### config.mk
export PLATFORM = sky130hd
export DESIGN_NAME = target_score_display
export DESIGN_NICKNAME = d
export VERILOG_FILES = /design/src/rtl/score_disp_pkg.sv /design/src/rtl/bin2bcd_seq.sv /design/src/rtl/target_score_display.sv
export SDC_FILE = /design/constraint.sdc
export NUM_CORES = 1
export LEC_CHECK = 0
export CAP_MARGIN = 10
export CORE_MARGIN = 3
export CORE_UTILIZATION = 38
export CTS_CLUSTER_SIZE = 14
export DETAILED_ROUTE_END_ITERATION = 10
export HOLD_SLACK_MARGIN = 0.06
export SLEW_MARGIN = 20
export SYNTH_ARGS = -nofsm -noshare
export SYNTH_HDL_FRONTEND = slang
export SYNTH_SLANG_ARGS = --single-unit
export TNS_END_PERCENT = 30
### constraint.sdc
create_clock -name Clk -period 19.5 [get_ports Clk]
set_clock_uncertainty 0.05 [all_clocks]
set_input_delay 4.875 -clock Clk [delete_from_list [all_inputs] [get_ports Clk]]
set_output_delay 4.875 -clock Clk [all_outputs]
set_load 0.03 [all_outputs]
### src/rtl/score_disp_pkg.sv
// Shared types, glyph geometry and helpers for the target-score display.
// The level-to-score clamp and the decimal range limit live here for both modules.
package score_disp_pkg;

    typedef enum logic [1:0] {
        IDLE,
        SHIFT,
        DONE
    } state_e;

    localparam int GLYPH_WORDS = 128;
    localparam int GLYPH_W     = 16;
    localparam int GLYPH_H     = 32;

    function automatic logic [63:0] clamp_score(input logic [63:0] prod, input int unsigned scoreW);
        logic [63:0] maxV;
        maxV = (64'd1 << scoreW) - 64'd1;
        return (prod > maxV) ? maxV : prod;
    endfunction

    function automatic longint unsigned pow10(input int n);
        longint unsigned p;
        p = 1;
        for (int i = 0; i < n; i++) begin
            p = p * 10;
        end
        return p;
    endfunction

endpackage

### src/rtl/bin2bcd_seq.sv
// Sequential binary-to-BCD converter using shift-add-3, one input bit per cycle.
// The bcd output only changes in DONE, so readers never see a partial result.
module bin2bcd_seq
    import score_disp_pkg::*;
#(
    parameter int SCORE_W = 20,
    parameter int DIGITS  = 5
) (
    input  logic                  Clk,
    input  logic                  reset,
    input  logic                  start,
    input  logic [SCORE_W-1:0]    bin,
    output logic                  busy,
    output logic                  done,
    output logic [4*DIGITS-1:0]   bcd
);

    localparam int BcdW = 4 * DIGITS;
    localparam int CntW = (SCORE_W > 1) ? $clog2(SCORE_W) : 1;
    localparam logic [SCORE_W-1:0] MaxVal   = SCORE_W'(pow10(DIGITS) - 64'd1);
    localparam logic [BcdW-1:0]    AllNines = {DIGITS{4'h9}};

    state_e              state_q;
    logic [SCORE_W-1:0]  shift_q;
    logic [BcdW-1:0]     scratch_q;
    logic [BcdW-1:0]     scratch_d;
    logic [BcdW-1:0]     adjusted;
    logic [CntW-1:0]     cnt_q;
    logic [BcdW-1:0]     bcd_q;
    logic                done_q;
    logic                ovf_q;
    logic [3:0]          nib;

    // Add 3 to every nibble that would reach 10 or more once doubled, then shift in the next bit.
    always_comb begin
        adjusted = '0;
        nib      = '0;
        for (int i = 0; i < DIGITS; i++) begin
            nib = scratch_q[4*i +: 4];
            adjusted[4*i +: 4] = (nib >= 4'd5) ? nib + 4'd3 : nib;
        end
        scratch_d = BcdW'({adjusted, shift_q[SCORE_W-1]});
    end

    always_ff @(posedge Clk) begin
        if (reset) begin
            state_q   <= IDLE;
            shift_q   <= '0;
            scratch_q <= '0;
            cnt_q     <= '0;
            bcd_q     <= '0;
            done_q    <= 1'b1;
            ovf_q     <= 1'b0;
        end else begin
            case (state_q)
                IDLE: begin
                    if (start) begin
                        shift_q   <= bin;
                        scratch_q <= '0;
                        cnt_q     <= '0;
                        ovf_q     <= (bin > MaxVal);
                        done_q    <= 1'b0;
                        state_q   <= SHIFT;
                    end
                end
                SHIFT: begin
                    scratch_q <= scratch_d;
                    shift_q   <= shift_q << 1;
                    cnt_q     <= cnt_q + CntW'(1);
                    if (cnt_q == CntW'(SCORE_W - 1)) begin
                        state_q <= DONE;
                    end
                end
                DONE: begin
                    bcd_q   <= ovf_q ? AllNines : scratch_q;
                    done_q  <= 1'b1;
                    state_q <= IDLE;
                end
                default: state_q <= IDLE;
            endcase
        end
    end

    assign busy = (state_q != IDLE);
    assign done = done_q;
    assign bcd  = bcd_q;

endmodule

### src/rtl/target_score_display.sv
// Level counter, saturating SCALE*level^2 score, BCD conversion and digit-box
// font addressing for the target screen; the glyph ROM sits downstream.
module target_score_display
    import score_disp_pkg::*;
#(
    parameter int DIGITS    = 5,
    parameter int SCORE_W   = 20,
    parameter int LEVEL_W   = 10,
    parameter int SCALE     = 80,
    parameter int MAX_LEVEL = 50,
    parameter int X0        = 180,
    parameter int Y0        = 200,
    parameter int PITCH     = 21,
    parameter bit LZ_BLANK  = 1'b0
) (
    input  logic                  Clk,
    input  logic                  reset,
    input  logic                  display_target,
    input  logic [9:0]            DrawX,
    input  logic [9:0]            DrawY,
    output logic [LEVEL_W-1:0]    level,
    output logic [SCORE_W-1:0]    target_score,
    output logic [4*DIGITS-1:0]   bcd_digits,
    output logic                  bcd_valid,
    output logic [10:0]           font_addr,
    output logic                  digit_hit
);

    localparam int ProdW = 2 * LEVEL_W + 8;

    logic                  displayPrev_q;
    logic [LEVEL_W-1:0]    level_q;
    logic [LEVEL_W-1:0]    level_d;
    logic [SCORE_W-1:0]    targetScore_q;
    logic [SCORE_W-1:0]    targetScore_d;
    logic [SCORE_W-1:0]    lastConverted_q;
    logic [ProdW-1:0]      prod;
    logic                  convStart;
    logic                  convBusy;
    logic                  convDone;
    logic [4*DIGITS-1:0]   bcdDigits;
    logic [10:0]           fontAddr_q;
    logic [10:0]           fontAddr_d;
    logic [1:0]            hitPipe_q;
    logic                  hit_d;
    logic [9:0]            xk;
    logic [9:0]            dx;
    logic [9:0]            dy;
    logic [3:0]            digitNib;
    logic                  leadZero;

    always_comb begin
        level_d = level_q;
        if (display_target && !displayPrev_q && (level_q < LEVEL_W'(MAX_LEVEL))) begin
            level_d = level_q + LEVEL_W'(1);
        end
        prod          = ProdW'(level_q) * ProdW'(level_q) * ProdW'(SCALE);
        targetScore_d = SCORE_W'(clamp_score(64'(prod), SCORE_W));
    end

    // A new conversion is requested whenever the score differs from what was last handed over.
    assign convStart = (targetScore_q != lastConverted_q) && !convBusy;

    bin2bcd_seq #(
        .SCORE_W (SCORE_W),
        .DIGITS  (DIGITS)
    ) u_bin2bcd (
        .Clk   (Clk),
        .reset (reset),
        .start (convStart),
        .bin   (targetScore_q),
        .busy  (convBusy),
        .done  (convDone),
        .bcd   (bcdDigits)
    );

    // Boxes never overlap, so at most one digit claims the pixel; blanked digits keep their address.
    always_comb begin
        fontAddr_d = '0;
        hit_d      = 1'b0;
        xk         = '0;
        dx         = '0;
        dy         = DrawY - 10'(Y0);
        digitNib   = '0;
        leadZero   = 1'b1;
        for (int k = 0; k < DIGITS; k++) begin
            xk       = 10'(X0 + k * PITCH);
            digitNib = bcdDigits[4*(DIGITS-1-k) +: 4];
            leadZero = leadZero && (digitNib == 4'd0);
            dx       = DrawX - xk;
            if ((DrawX >= xk) && (DrawX <= xk + 10'(GLYPH_W - 1)) &&
                (DrawY >= 10'(Y0)) && (DrawY <= 10'(Y0 + GLYPH_H - 1))) begin
                fontAddr_d = 11'(digitNib) * 11'(GLYPH_WORDS)
                           + 11'(dy >> 1) * 11'(GLYPH_W / 2)
                           + 11'(dx >> 1);
                hit_d      = !(LZ_BLANK && leadZero && (k < DIGITS - 1));
            end
        end
    end

    // The hit flag trails the address by one extra stage to line up with the ROM read data.
    always_ff @(posedge Clk) begin
        if (reset) begin
            displayPrev_q   <= 1'b0;
            level_q         <= '0;
            targetScore_q   <= '0;
            lastConverted_q <= '0;
            fontAddr_q      <= '0;
            hitPipe_q       <= '0;
        end else begin
            displayPrev_q <= display_target;
            level_q       <= level_d;
            targetScore_q <= targetScore_d;
            if (convStart) begin
                lastConverted_q <= targetScore_q;
            end
            fontAddr_q <= fontAddr_d;
            hitPipe_q  <= {hitPipe_q[0], hit_d};
        end
    end

    assign level        = level_q;
    assign target_score = targetScore_q;
    assign bcd_digits   = bcdDigits;
    assign bcd_valid    = convDone;
    assign font_addr    = fontAddr_q;
    assign digit_hit    = hitPipe_q[1];

endmodule

Word-level counts from Yosys, hierarchy flattened. Cells that the tools add are included.

Reductions and logical operators: 28. Multiply operators: 2. Magnitude comparators: 20. Eq/ne operators: 6. Multiplexer cells: 28. Add/sub/neg operators: 23.

Operators with widths (count): two-way mux 20 bit (4); case mux 20 bit (2 select lines) (2); adder 11 bit (5); adder 11 x 9 -> 11 bit (5); two-way mux 11 bit (5); greater-or-equal comparator 10 x 8 -> 1 bit (second input constant) (5); less-or-equal comparator 10 x 8 -> 1 bit (second input constant) (4); subtractor 10 x 8 -> 10 bit (second input constant) (4); > comparator 27 x 20 -> 1 bit (second input constant) (1); multiplier 20 x 3 -> 23 bit (second input constant) (1); greater-or-equal comparator 4 x 3 -> 1 bit (second input constant) (5); > comparator 20 x 17 -> 1 bit (second input constant) (1); less-or-equal comparator 10 x 9 -> 1 bit (second input constant) (2); multiplier 10 x 10 -> 20 bit (1); inequality test 20 bit (1); logical AND 1 bit (18); adder 4 x 2 -> 4 bit (second input constant) (4); two-way mux 4 bit (4); adder 10 x 1 -> 10 bit (second input constant) (1); greater-or-equal comparator 10 x 9 -> 1 bit (second input constant) (1); less-than comparator 10 x 6 -> 1 bit (second input constant) (1); case mux 5 bit (2 select lines) (1); subtractor 10 x 9 -> 10 bit (second input constant) (1); subtractor 9 x 8 -> 9 bit (second input constant) (1); 17 further kinds (29).

Logic and storage cells: 120. Input port bits: 23. Output and inout bits: 63. Register bits: 133.

Logic depth before layout (Yosys ltp). Gate-level depths: netlist (run 1).

Depth after elaboration: 9. Gate-level depth with buffers: 33. Gate-level depth less buffers: 30.

Cells and area by module. Synthesis (run 1) repeated with hierarchy kept, for this count alone.

Cells, all modules: 1421. Area total of the unflattened synthesis: 12146.6 µm².

By module, submodules not included: target_score_display (seq. area each 1121.1 µm², area each 9022.4 µm², cells each 1055, instances 1); bin2bcd_seq (seq. area each 1381.3 µm², area each 3124.2 µm², cells each 366, instances 1).

Least setup slack after synthesis (run 1). No wires, ideal clock.

Kind: input-to-reg. From: input port DrawX[3]. To: register fontAddr_q[10] (netlist: font_addr[10]). Stages: 17. Buffers on the path: 1. Slack: 11314 ps. Arrival: 7993 ps. Setup time: 144 ps. Data required time: 19306 ps. Path through: clkbuf_1 > inv_1 > ha_1 > a21oi_1 > nor2b_1 > o21a_1 > nor2_1 > xor2_1 > fa_1 > ha_1 > inv_1 > a21oi_1 > o21a_1 > or3_1 > a32o_1 > mux2i_1 > a221oi_1.

Cells in the longest elaborated chain, start to end: 9. Elaborated cells between the ends (all ways): 40. Those cells by class: add/sub (10); order compare (10); mux (5); reduce/logical (15).

Ends and longest elaborated chain: start: declaration (line target_score_display.sv:19) `input logic [9:0] DrawX,`; parallel branches: the longest is 8 deep, another holds adder 11 x 9 -> 11 bit; two-way mux 11 bit * (line target_score_display.sv:91) `if ((DrawX >= xk) && (DrawX <= xk + 10'(GLYPH_W - 1)) &&`; end signal: assignment (line target_score_display.sv:117) `fontAddr_q <= fontAddr_d;`; end: declaration (line target_score_display.sv:42) `logic [10:0] fontAddr_q;`.

Mark *: on every way between the ends. A chain may end at the register's enable or synchronous reset.

Worst setup path after layout (run 1). Same ends and word-level chain as after synthesis.

==> flow_summary.toml, run 1 <==
[floorplanning]
die_w_um = 183
initial_core_util_pct = 38.7
fp-row-count = 64
pin_count = 86
core_area_mm2 = 0.0307
die_area_mm2 = 0.0335
die_h_um = 183

[clock_network]
cts_made_buffers = 17
cts.sink_count = 125
cts_tree = "built"
clk_latency_ns = 0.42
cts_setup_buffers = 0
clock_path_buffers = 2
h-tree-depth = 4
root_buffer = "clkbuf_16"
cts_hold_buf = 0
post_cts_resized = 0
clkTransAtPathRegs_ns = 0.06

[synthesis]
synth-seq-cells = 125
synth_seq_area_share_pct = 21.0
syn_area_per_cell_um2 = 8.54
yosys.area_share.adder_pct = 27.2
synthSimpleGateAreaFrac_pct = 16.8
syn_area_mm2 = 0.0119
synth_edf_count = 0
synth_compound_area_share_pct = 18.2
ys.flop_type = "dfxtp_1"
synthXorXnorAreaFrac_pct = 10.4
ys_async_sr_fraction_pct = 0
synthCells = 1394
synthDistinctLibCells = 77
muxShareOfSynthArea_pct = 0.610
syn-num-nets = 1640
synth_top_family_by_area = "adder cells"
yosys_warnings = 0

[sta]
hold_viol = 0
setup_viol = 0
fmax_mhz = 112
tightest_slew_ns = 1.01
tns_ns = 0
rsz0062_at_grt = "false"
hold_ws_ns = 0.388
slew_headroom_pct = 32.2
min_period_ns = 8.91
drv_slew = 0
post-route-period-util_pct = 45.7

[grt]
grt_start_max_net_pins = 67
grt_use_total_pct = 17.7
gr-total-overflow = 0
antenna_found_initial = 0
grt_pass1_wl_mm = 48.7
grt_pass1_vias = 9878

[worst_setup_path]
reg2reg_depth = 30
cp-startpoint = "DrawX[3]"
worstPathRequired_ns = 19.69
cp.arrival_ns = 9.10
r2r-end = "target_score[6]$_SDFF_PP0_"
slowest_stage = "clkdlybuf4s50_1"
crit_fanout = 12
worstReg2RegStart = "level[7]$_SDFFE_PP0P_"
crit_chain = "clkdlybuf4s50_1, inv_1, ha_1, a21oi_1, nor2b_1, o21a_1, nor2_1, xor2_1, fa_1, ha_1, inv_1, a21oi_1, o21a_1, or3_1, a32o_1, mux2i_1, a221oi_1"
slowest_delay_ns = 0.78
critPathKind = "primary input to flip-flop"
r2r_setup_slack_ns = 10.70
cp-end-kind = "flip-flop"
startpoint_type = "primary input"

[drt]
ant_nets = 0
vias = 10000
drt-pass1-iter-count = 6
drc = 0
via_per_inst = 5.42
wl_mm = 29.5
drt_iter0_drc = 510
post_drt_wl_per_cell_um = 16.0

[place]
post_dp_cell_area_mm2 = 0.0130
dp_cells = 1812
dp.final_hpwl_mm = 22.6
io_buffers = 84
place.gp.congestion = 0.887

[final_layout]
nets = 1682
final_cell_mix = "ha_1 (163), nand2_1 (144), dfxtp_1 (125), inv_1 (107), a21oi_1 (107)"
insertedDiodeCount = 0
nFillCells = 3095
final_common_cell = "ha_1"
multi_input_area_mm2 = 0.00873
design_area_mm2 = 0.0136
stdcell_count = 1845
ff_latch_area_mm2 = 0.00250
area_delta_synth_final_pct = 14.4
drive_gt1_share_pct = 4.97

[worst_hold_path]
min_path_cells = 1
hold_class = "flip-flop to flip-flop"
hold-path-endpoint = "hitPipe_q[1]$_SDFF_PP0_"
min-delay-start = "hitPipe_q[0]$_SDFF_PP0_"

[run]
maxCapViolCount = 0

[pwr]
switching_share_pct = 29.8
power.internal_uw = 529
p_seq_share_pct = 35.1
p_per_area_mw_per_mm2 = 55.3
ir_drop_mv = 0.0561
power.switching_uw = 224
p_comb_share_pct = 21.8
p_leak_nw = 5.88
p_clk_share_pct = 43.1

[status]
status = "finished, final reports clean"
## kinds of logic (layout without fill, tap and decap cells)
group / after synthesis / after routing
compound gates: 315 / 315
xor+xnor: 140 / 140
flops: 125 / 125
fa+ha+maj: 223 / 223
simple gates: 410 / 410
mux: 7 / 7
buf+inv: 174 / 229
## power groups by stage
stage	clock [mW]	sequential [mW]	combinational, mW
3_5_place_dp	0	0.270	0.164
4_1_cts	0.331	0.264	0.166
3_3_place_gp	0	0.270	0.162
6_report	0.324	0.264	0.164
2_1_floorplan	0	0.270	0.118
5_1_grt	0.342	0.265	0.185
## synth_stat cells (all sizes together) (32+ instances only)
cell type | n | share of area, %
a21oi | 108 | 4.6
a31oi | 32 | 1.8
and2 | 36 | 1.9
clkbuf | 52 | 1.6
dfxtp | 125 | 21
fa | 60 | 10
ha | 163 | 17
inv | 107 | 3.4
nand2 | 144 | 4.5
nor2 | 78 | 2.5
nor3 | 46 | 1.9
o21ai | 44 | 1.9
xnor2 | 98 | 7.3
xor2 | 42 | 3.1
## registers in the layout (all words and copies together) (netlist names), 2 cells and up
register	flops
u_bin2bcd.state_q	2
u_bin2bcd.cnt_q	5
u_bin2bcd.scratch_q	20
hitPipe_q	2
u_bin2bcd.bcd	20
target_score	16
lastConverted_q	16
u_bin2bcd.shift_q	20
font_addr	11
level	10
## critical path: cells and delay by family
kind / cells / cell delay (ns)
buffers and inverters: 3 / 1.12
adder cells (fa/ha/maj): 3 / 1.05
AO/OA/AOI/OAI: 6 / 1.10
AND/OR/NAND/NOR: 3 / 0.59
XOR/XNOR: 1 / 0.23
multiplexers: 1 / 0.15
## worst max-delay path by stage
stage | endpoint | cells after the start
after floorplan | font_addr[10]$_SDFF_PP0_ | 17
after global routing | target_score[8]$_SDFF_PP0_ | 30
final | font_addr[10]$_SDFF_PP0_ | 17
after global placement | font_addr[10]$_SDFF_PP0_ | 17
after detailed placement | font_addr[10]$_SDFF_PP0_ | 17
after CTS | target_score[17]$_SDFF_PP0_ | 29
## per-layer routing
metal / part of all wire [%] / up-vias / GRT usage (%)
met5: 0 / - / 0
li1: - / 4919 / -
met4: 2.3 / 0 / 6.25
met1: 45 / 4863 / 21.7
met3: 2.7 / 40 / 2.00
met2: 50 / 178 / 32.0
## final cells by class
cell class              instances  area share (%)
well taps                     396            3.64
flip-flops and latches        125            18.4
clock buffers                  22            3.41
multi-input cells            1095            64.1
inverters                     107            2.95
repair buffers                 90            6.51
clock inverters                10            1.02
## through the flow
| stage | setup slack (ns) | utilization, % | total power, mW |
|---|---|---|---|
| 2_1_floorplan | 11.31 | - | 0.389 |
| 3_3_place_gp | 10.17 | 42.3 | 0.432 |
| 3_5_place_dp | 10.20 | 42.3 | 0.434 |
| 4_1_cts | 10.44 | 44.3 | 0.760 |
| 5_1_grt | 9.97 | 44.3 | 0.792 |
| 6_report | 10.59 | 44.3 | 0.753 |
Power figures use the tool's default switching activity.
==> run 2, diff against run 1 <==
==> constraint.sdc (replaced) <==
create_clock -name Clk -period 8.5 [get_ports Clk]
set_clock_uncertainty 0.05 [all_clocks]
set_input_delay 2.125 -clock Clk [delete_from_list [all_inputs] [get_ports Clk]]
set_output_delay 2.125 -clock Clk [all_outputs]
set_load 0.03 [all_outputs]
==> flow_summary.toml, run 2 (synthesis gave the netlist of run 1 again) <==
[clock_network]
cts.sink_count = 125
h-tree-depth = 4
cts_hold_buf = 0
clock_path_buffers = 2
root_buffer = "clkbuf_16"
cts_tree = "built"
clkTransAtPathRegs_ns = 0.06
cts_made_buffers = 17
clk_latency_ns = 0.43

[sta]
post-route-period-util_pct = 93.4
tns_ns = 0
min_period_ns = 7.94
rsz0062_at_grt = "false"
hold_ws_ns = 0.387
slew_headroom_pct = 32.2
setup_viol = 0
tightest_slew_ns = 1.01
hold_viol = 0
drv_slew = 0
fmax_mhz = 126

[floorplanning]
initial_core_util_pct = 38.7
die_area_mm2 = 0.0335
pin_count = 86
fp-row-count = 64
die_w_um = 183
core_area_mm2 = 0.0307
die_h_um = 183

[drt]
wl_mm = 29.4
drt-pass1-iter-count = 5
drc = 0
vias = 9967
ant_nets = 0
post_drt_wl_per_cell_um = 15.8
via_per_inst = 5.36
drt_iter0_drc = 571

[pwr]
power.switching_uw = 527
p_leak_nw = 5.95
ir_drop_mv = 0.106
p_seq_share_pct = 35.6
p_clk_share_pct = 41.8
p_per_area_mw_per_mm2 = 123
p_comb_share_pct = 22.6
switching_share_pct = 31.1
power.internal_mw = 1.17

[grt]
gr-total-overflow = 0
antenna_found_initial = 0
grt_use_met2_pct = 31.6
grtUsageMet3_pct = 2.42
grt_pass1_wl_mm = 49.1
grt_use_total_pct = 17.7
grt_pass1_vias = 9854
met1_usage_pct = 22.4
grt.busiest_layer = "met2"
grt_start_max_net_pins = 68

[final_layout]
area_delta_synth_final_pct = 15.4
final_cell_mix = "ha_1 (163), nand2_1 (144), dfxtp_1 (124), inv_1 (107), a21oi_1 (107)"
nets = 1697
final_common_cell = "ha_1"
insertedDiodeCount = 0
stdcell_count = 1860
multi_input_area_mm2 = 0.00874
design_area_mm2 = 0.0137
ff_latch_area_mm2 = 0.00250
nFillCells = 3097
drive_gt1_share_pct = 6.22

[place]
dp_cells = 1826
dp.final_hpwl_mm = 22.6
post_dp_cell_area_mm2 = 0.0131
place.gp.congestion = 0.873
io_buffers = 84

[worst_setup_path]
crit_fanout = 16
startpoint_type = "flip-flop"
critPathKind = "flip-flop to flip-flop"
slowest_delay_ns = 0.54
slowest_stage = "fa_1"
worstPathRequired_ns = 8.71
cp.arrival_ns = 8.14
cp-end-kind = "flip-flop"

[run]
maxCapViolCount = 0

[worst_hold_path]
hold_class = "flip-flop to flip-flop"

[status]
status = "finished, final reports clean"
run 2: cell count changes in the layout (fill, tap and decap cells not counted), sizes merged:
cell / change
bufinv: -1
inv: +1
clkbuf: -5
clkinv: +3
clkinvlp: +2
buf: +15
run 2: routing by layer:
metal	part of all wire [%]	vias to the layer above	routed length (um)
li1	-	4964	-
met1	45	4792	13100
met2	50	179	14800
met3	3.3	32	956
met4	1.8	0	524
met5	0	-	0
run 2: power groups by stage:
stage / clock network (mW) / registers (mW) / logic (mW)
3_3_place_gp: 0 / 0.616 / 0.376
3_5_place_dp: 0 / 0.616 / 0.381
2_1_floorplan: 0 / 0.620 / 0.271
6_report: 0.709 / 0.604 / 0.383
4_1_cts: 0.724 / 0.603 / 0.386
5_1_grt: 0.751 / 0.604 / 0.430
run 2: timing repair:
action | CTS | global route
endpoints found under the setup margin | 0 | 16
hold endpoints to repair | 0 | 0
buffers inserted | 0 | 2
resized for setup | 0 | 3
run 2: final timing paths:
kind,depth (start not counted),slack [ns],endpoint,start
hold reg to reg,1,0.39,hitPipe_q[1]$_SDFF_PP0_,hitPipe_q[0]$_SDFF_PP0_
hold / removal,1,0.39,hitPipe_q[1]$_SDFF_PP0_,hitPipe_q[0]$_SDFF_PP0_
setup reg to reg,31,0.56,target_score[6]$_SDFF_PP0_,level[3]$_SDFFE_PP0P_
setup / recovery,31,0.56,target_score[6]$_SDFF_PP0_,level[3]$_SDFFE_PP0P_
run 2: worst max-delay path: cells and delay by family (launching register included):
family,cells,cell delay [ns]
flip-flops,1,0.47
buffers and inverters,5,0.45
AND/OR/NAND/NOR,5,0.98
XOR/XNOR,3,0.43
adder cells (fa/ha/maj),8,3.19
AO/OA/AOI/OAI,10,2.21
run 2: per-stage QoR:
step	util, %	setup WS, ns	total power, mW
floorplan	-	0.464	0.891
global route	44.7	0.00371	1.79
detailed placement	42.6	0.389	0.997
finish	44.7	0.565	1.70
CTS	44.5	0.315	1.71
global placement	42.6	0.410	0.992
run 2: area by class of cell:
cell class	count	area share (%)
Clock buffer	17	3.10
Clock inverter	15	1.07
Inverter	107	2.92
Multi-Input combinational cell	1095	63.6
Sequential cell	125	18.2
Tap cell	396	3.61
Timing Repair Buffer	105	7.46
==> run 3, diff against run 2 <==
--- a/config.mk
+++ b/config.mk
@@ -11,7 +11,6 @@
 export CTS_CLUSTER_SIZE = 14
 export DETAILED_ROUTE_END_ITERATION = 10
 export HOLD_SLACK_MARGIN = 0.06
-export SLEW_MARGIN = 20
 export SYNTH_ARGS = -nofsm -noshare
 export SYNTH_HDL_FRONTEND = slang
 export SYNTH_SLANG_ARGS = --single-unit
==> constraint.sdc (replaced) <==
create_clock -name Clk -period 8.5 [get_ports Clk]
set_clock_uncertainty 0.05 [all_clocks]
set_input_delay 2.125 -clock Clk [delete_from_list [all_inputs] [get_ports Clk]]
set_output_delay 2.125 -clock Clk [all_outputs]
set_load 0.005 [all_outputs]
==> results of run 3 <==
The final DEF is identical to that of run 2. Status: finished, final reports clean.
Main changes from that run: total power 1.70 mW -> 1.69 mW
